<file path="config.mk">
export PLATFORM = sky130hd
export DESIGN_NAME = serial_sub16
export DESIGN_NICKNAME = d
export VERILOG_FILES = /design/src/rtl/serial_sub16.sv
export SDC_FILE = /design/constraint.sdc
export NUM_CORES = 1
export LEC_CHECK = 0
export CAP_MARGIN = 20
export CORE_ASPECT_RATIO = 0.75
export CORE_UTILIZATION = 45
export CTS_CLUSTER_SIZE = 25
export DETAILED_ROUTE_END_ITERATION = 10
export MAX_ROUTING_LAYER = met4
export PLACE_DENSITY_LB_ADDON = 0.2
export SLEW_MARGIN = 20
export SYNTH_ARGS = -nofsm -noshare
export SYNTH_HDL_FRONTEND = slang
export SYNTH_SLANG_ARGS = --single-unit
</file>
<file path="constraint.sdc">
create_clock -name clk -period 3.65 [get_ports clk]
set_input_delay 0.5475 -clock clk [delete_from_list [all_inputs] [get_ports clk]]
set_output_delay 0.5475 -clock clk [all_outputs]
set_load 0.02 [all_outputs]
</file>
<file path="src/rtl/serial_sub16.sv">
// Bit-serial subtractor: diff = a - b - bin, one bit per clock, LSB first.
// Operands shift right through the datapath; results only reach the outputs on completion.
module serial_sub16 #(
  parameter int WIDTH = 16
) (
  input  logic             clk,
  input  logic             rst,
  input  logic             start,
  input  logic [WIDTH-1:0] a,
  input  logic [WIDTH-1:0] b,
  input  logic             bin,
  output logic             busy,
  output logic             done,
  output logic [WIDTH-1:0] diff,
  output logic             bout,
  output logic             overflow
);

  localparam int CW = $clog2(WIDTH);

  typedef enum logic [1:0] {S_IDLE, S_RUN, S_DONE} state_t;

  state_t           state_q, state_d;
  logic [WIDTH-1:0] a_q, a_d, b_q, b_d, res_q, res_d, diff_q, diff_d;
  logic [CW-1:0]    cnt_q, cnt_d;
  logic             brw_q, brw_d, bout_q, bout_d, ovf_q, ovf_d;
  logic             bit_d, brw_nxt;

  always_ff @(posedge clk) begin
    if (rst) begin
      state_q <= S_IDLE;
      a_q     <= '0;
      b_q     <= '0;
      res_q   <= '0;
      diff_q  <= '0;
      cnt_q   <= '0;
      brw_q   <= 1'b0;
      bout_q  <= 1'b0;
      ovf_q   <= 1'b0;
    end else begin
      state_q <= state_d;
      a_q     <= a_d;
      b_q     <= b_d;
      res_q   <= res_d;
      diff_q  <= diff_d;
      cnt_q   <= cnt_d;
      brw_q   <= brw_d;
      bout_q  <= bout_d;
      ovf_q   <= ovf_d;
    end
  end

  always_comb begin
    state_d = state_q;
    a_d     = a_q;
    b_d     = b_q;
    res_d   = res_q;
    diff_d  = diff_q;
    cnt_d   = cnt_q;
    brw_d   = brw_q;
    bout_d  = bout_q;
    ovf_d   = ovf_q;
    bit_d   = a_q[0] ^ b_q[0] ^ brw_q;
    brw_nxt = (~a_q[0] & b_q[0]) | (~(a_q[0] ^ b_q[0]) & brw_q);

    unique case (state_q)
      S_IDLE, S_DONE: begin
        state_d = S_IDLE;
        if (start) begin
          state_d = S_RUN;
          a_d     = a;
          b_d     = b;
          brw_d   = bin;
          res_d   = '0;
          cnt_d   = CW'(WIDTH - 1);
        end
      end
      S_RUN: begin
        a_d   = a_q >> 1;
        b_d   = b_q >> 1;
        res_d = {bit_d, res_q[WIDTH-1:1]};
        brw_d = brw_nxt;
        cnt_d = cnt_q - CW'(1);
        if (cnt_q == '0) begin
          // a_q[0]/b_q[0] now hold the original sign bits
          state_d = S_DONE;
          diff_d  = {bit_d, res_q[WIDTH-1:1]};
          bout_d  = brw_nxt;
          ovf_d   = (a_q[0] != b_q[0]) && (bit_d != a_q[0]);
        end
      end
      default: state_d = S_IDLE;
    endcase
  end

  assign busy     = (state_q == S_RUN);
  assign done     = (state_q == S_DONE);
  assign diff     = diff_q;
  assign bout     = bout_q;
  assign overflow = ovf_q;

endmodule

</file>
# ---- After elaboration in Yosys (flattened, before gate mapping)
# Cells that the tools add are included.
dict set report totals {
  elab_cells 43
  output_inout_bits 20
  input_bits 36
  reg_bits 73
}
dict set report classes {
  muxes 13
  bitwise 7
  n_eq_ne 6
  n_reduce_logical 7
  n_addsub 1
}
# operator count
set ops {}
lappend ops {{$pmux W16 S2} 3}
lappend ops {{$mux W16} 3}
lappend ops {{$pmux W4 S2} 1}
lappend ops {{$logic_not A4 Y1} 1}
lappend ops {{$mux W4} 1}
lappend ops {{$pmux W2 S2} 1}
lappend ops {{$reduce_and A2 Y1} 2}
lappend ops {{$sub A4 B1 Y4 const B} 1}
lappend ops {{$and A1 B1 Y1} 2}
lappend ops {{$eq A2 B1 Y1 const B} 1}
lappend ops {{$eq A2 B2 Y1 const B} 1}
lappend ops {{$logic_not A2 Y1} 1}
lappend ops {{$mux W1} 2}
lappend ops {{$mux W2} 1}
lappend ops {{$ne A1 B1 Y1} 2}
lappend ops {{$ne A2 B1 Y1 const B} 1}
lappend ops {{$ne A2 B2 Y1 const B} 1}
lappend ops {{$not A1 Y1} 2}
lappend ops {{$pmux W1 S2} 1}
lappend ops {{$reduce_bool A2 Y1} 1}
lappend ops {{$reduce_or A2 Y1} 1}
lappend ops {{$xor A1 B1 Y1} 2}
lappend ops {{$logic_and A1 B1 Y1} 1}
lappend ops {{$or A1 B1 Y1} 1}

# ---- Depth between registers and ports, before layout
dict set report depth {
  word_depth 5
  depth_mapped 7
  depth_no_buf 5
}

# ---- Worst setup path after synthesis
# Ideal clock, no wire load.
dict set report synth_timing {
  path_kind {reg2reg}
  start {register cnt_q[0]}
  end {register ovf_q, in the netlist overflow}
  n_path_buf 0
  slack_ps 2045
  t_arrival_ps 1534
  required_ps 3580
  stages_incl_launch_ff 6
  period_less_slack_ps 1605
  path_cell_list {dfxtp_1 inv_1 ha_1 or3b_4 or4_1 a21oi_1}
}
dict set report synth_between {
  elab_chain_len 2
}
# element line
set synth_lines {}
lappend synth_lines {{from (decl)} 25} ;# logic [CW-1:0] cnt_q, cnt_d;
lappend synth_lines {{from (signal assigned)} 46} ;# cnt_q <= cnt_d;
lappend synth_lines {{$logic_not A4 Y1} 84} ;# if (cnt_q == '0) begin
lappend synth_lines {{$reduce_and A2 Y1 (no line)} n/a}
lappend synth_lines {{to (signal assigned)} 49} ;# ovf_q <= ovf_d;
lappend synth_lines {{to (decl)} 26} ;# logic brw_q, brw_d, bout_q, bout_d, ovf_q, ovf_d;
# Every way passes these cells.
# A chain may end at the register's enable or synchronous reset.

# ---- Worst setup path after layout
dict set report layout_timing {
  start {register state_q[0]}
  end {output port busy}
}
dict set report layout_between {
  elab_chain_len 1
}
# element line
set layout_lines {}
lappend layout_lines {{from (decl)} 23} ;# state_t state_q, state_d;
lappend layout_lines {{from (signal assigned)} 41} ;# state_q <= state_d;
lappend layout_lines {{$eq A2 B1 Y1} 96} ;# assign busy = (state_q == S_RUN);
lappend layout_lines {{to (decl)} 12} ;# output logic busy,
# Every way passes these cells.

==> impl_results.md <==
- Layout Skew: 0.004855 ns
- Final Max Slew Viols: 0
- CP bufs+invs: 2
- Inserted Diodes: 0
- Status: completed
- Number of gates resized after CTS: 0
- Register area: ~0.0014 sq mm
- Max_cap viols: 0
- Async S/R FF share, synth: 0%
- Synthesized area per cell: 9.222 sq um
- Post-CTS Setup Bufs: 0
- Total Nets Final: approximately 380
- CP Launch Type: flip-flop
- Vert. Die Dim: around 70 um
- IO Count: 56
- Vias in the first global route: 2198
- CP Class: flip-flop to output port
- Gr usage total: between 20% and 30%
- FF+latch count, synth: 72
- Fillcell total: between 500 and 600
- Initial antenna violation count: 0
- First drt pass iteration count: 4
- RR Startpoint: cnt_q[0]$_SDFFE_PP0P_
- Max_slew headroom: between 30 and 40%
- Hold-fix buffers, CTS: 0
- Worst-path cell chain: nand2b_2 -> inv_2 -> clkdlybuf4s50_1
- DRC: 0
- Compound-Gate Fraction of Synth Area: between 20% and 30%
- Pleak: 1.224 nW
- H-tree depth reported by CTS: 3
- Hold crit path type: flip-flop to flip-flop
- Final WL: 5.978 mm
- Clk pin slew, worst setup/hold paths: 0.07 ns
- Count of cell types in the netlist: 27
- Yosys top cell by area: dfxtp_1
- Fmax: 473.4 MHz
- Final worst slack: 1.538 ns
- PnR Total Power: 1.748 mW
- TNS Setup: 0 ns
- Global route total overflow: 0
- Crit Path Max Fanout: 4
- Crit. End Element: output port
- Fin. Hold Viols: 0
- Die Wd: just over 90 um
- Layout overhead on the synthesized area: 28.41%
- First-pass GRT wire length: 10.21 mm
- Iteration-0 DRC Markers: approximately 170
- Ys flop type: dfxtp_1
- Post-route ant nets: 0
- CTS Sinks: 72
- Cell with the most instances after synthesis: dfxtp_1
- Clock root cell: clkbuf_8
- Min-Delay Endpoint: res_q[8]$_SDFFE_PP0P_
- Post-synth top area share: 52.63%
- Clock Latency Late Sink: 0.34 ns
- Worst min-delay path startpoint: res_q[9]$_SDFFE_PP0P_
- Post-synthesis xor/xnor area fraction: less than 1%
- Routed via count: 2320
- IO Port Bufs: 55
- Synth top cells by count: 72 x dfxtp_1, 51 x a21oi_1, 49 x nand3_1
- Delay-heaviest family, CP: buffers and inverters
- Pwr/cell area: 497.0 mW/mm^2
- Area share of and/or/nand/nor cells after synthesis: 14.62%
- Syn Nets: around 340
- Post-synth EDFFs: 0
- Register area share after synthesis: roughly 53%
- Crit path DAT: 1.56 ns
- Core ar.: 0.005856 sq mm
- R2r endpoint: diff[13]$_SDFFE_PP0P_
- Largest net degree at the start of global routing: 58
- TritonCTS clock tree: yes
- Synthesized instance count: 297
- Post-synthesis mux area share: 0%
- Critical Path RT: 3.10 ns
- Final setup violating endpoints: 0
- Largest family of logic cells by synthesized area: compound AO/OA/AOI/OAI gates
- R2R Setup Slk: between 1.5 and 2 ns
- Multi-input logic area: approximately 0.0012 sq mm
- Worst-Margin Slew: 0.9323 ns
- Row Count: 24
- Crit path max-delay cell type: clkdlybuf4s50_1
- CP peak stage delay: 0.59 ns
- Via/cell ratio: approximately 5.5
- Dpl hpwl: about 3.6 mm
- Clock Tree Buf Depth: 2
- Die area: 0.006406 sq mm
- Starting Density: about 47%
- Post-Syn Area: 0.002739 sq mm
- Adder-Cell Fraction of Synth Area: around 1.6%
- Top cells by area, synth: dfxtp_1 53%, a21oi_1 9.3%, nand3_1 9.0%
- DR WL/cell: 14.20 um
- Total CTS buffers: 9
- Tcrit/Tclk final: 57.87%
- Hold path cells: 2
- Tmin final: 2.112 ns
- Worst slack at placement: 1.554 ns
- GPL Wtd Cong: ~0.73
- Cells on worst reg2reg path: 5
- Share of layout cells above drive strength 1: 8.455%
- Unrepaired setup endpoints after global routing: no
- Peak VDD IR: 0.3495 mV
- Ys Warns: 0
==> state kept, by name, summed over array words and instances (netlist names) <==
signal	cells
cnt_q	4
a_q	16
res_q	15
state_q	2
b_q	16
bout	1
brw_q	1
overflow	1
diff	16
==> power by group <==
group / leakage, nW / internal (mW) / switching, mW
combinational: 0.525 / 0.0910 / 0.126
clock: 0.112 / 0.399 / 0.285
sequential: 0.587 / 0.822 / 0.0246
total: 1.22 / 1.31 / 0.435
==> cells in the final DEF, fill, tap and decap left out, types with 2 or more instances in the layout <==
cell / n
a211oi_1: 4
nand3_1: 49
o21ai_0: 2
a311oi_1: 2
buf_4: 4
nand2_1: 17
inv_1: 6
a21oi_1: 51
clkdlybuf4s50_1: 54
nor3_1: 3
ha_1: 2
nand2b_2: 2
a22o_1: 16
dfxtp_1: 72
clkbuf_8: 10
clkinv_2: 3
bufinv_16: 2
a22oi_1: 31
==> final cells by class <==
class,count,area share [%]
Clock buffer,10,3.913
Clock inverter,6,2.348
Inverter,7,0.7471
Multi-Input combinational cell,189,32.87
Sequential cell,72,40.98
Tap cell,78,2.775
Timing Repair Buffer,59,16.36
==> metrics by stage <==
step	instance area (sq um)	instances	hold slack (ns)	utilization, %
floorplan	2739	297	0.4440	-
CTS	3517	421	0.4643	60.06
global placement	3297	405	0.4541	56.30
global route	3517	421	0.4953	60.06
detailed placement	3297	405	0.4582	56.30
finish	3517	421	0.4653	60.06
==> cells by family after synthesis <==
group	count (synthesis)
xor+xnor	1
buf+inv	36
simple gates	78
fa+ha+maj	3
compound gates	107
flops	72
==> worst register-to-register path, stage by stage, from the launching register on <==
cell     delay (ns)
dfxtp_1        0.34
inv_1          0.06
ha_1           0.18
or3b_4         0.43
nor3_4         0.55
a22o_1         0.26
==> worst max-delay path by stage <==
stage | depth (start not counted) | from | slack (ns) | end
6_report | 3 | state_q[0]$_SDFFE_PP0P_ | 1.54 | busy
3_3_place_gp | 4 | start | 1.60 | b_q[9]$_SDFFE_PP0P_
4_1_cts | 3 | state_q[0]$_SDFFE_PP0P_ | 1.52 | busy
3_5_place_dp | 4 | start | 1.55 | b_q[0]$_SDFFE_PP0P_
2_1_floorplan | 5 | cnt_q[0]$_SDFFE_PP0P_ | 2.05 | overflow$_SDFFE_PP0P_
5_1_grt | 3 | state_q[0]$_SDFFE_PP0P_ | 1.46 | busy
==> layer usage <==
metal | vias to the layer above | GRT usage [%] | routed length (um)
li1 | 1165 | - | -
met3 | 7 | 7.785 | 337
met5 | - | - | 0
met4 | 0 | 6.250 | 73
met2 | 61 | 32.42 | 2708
met1 | 1087 | 25.77 | 2859
Power figures use the tool's default switching activity.
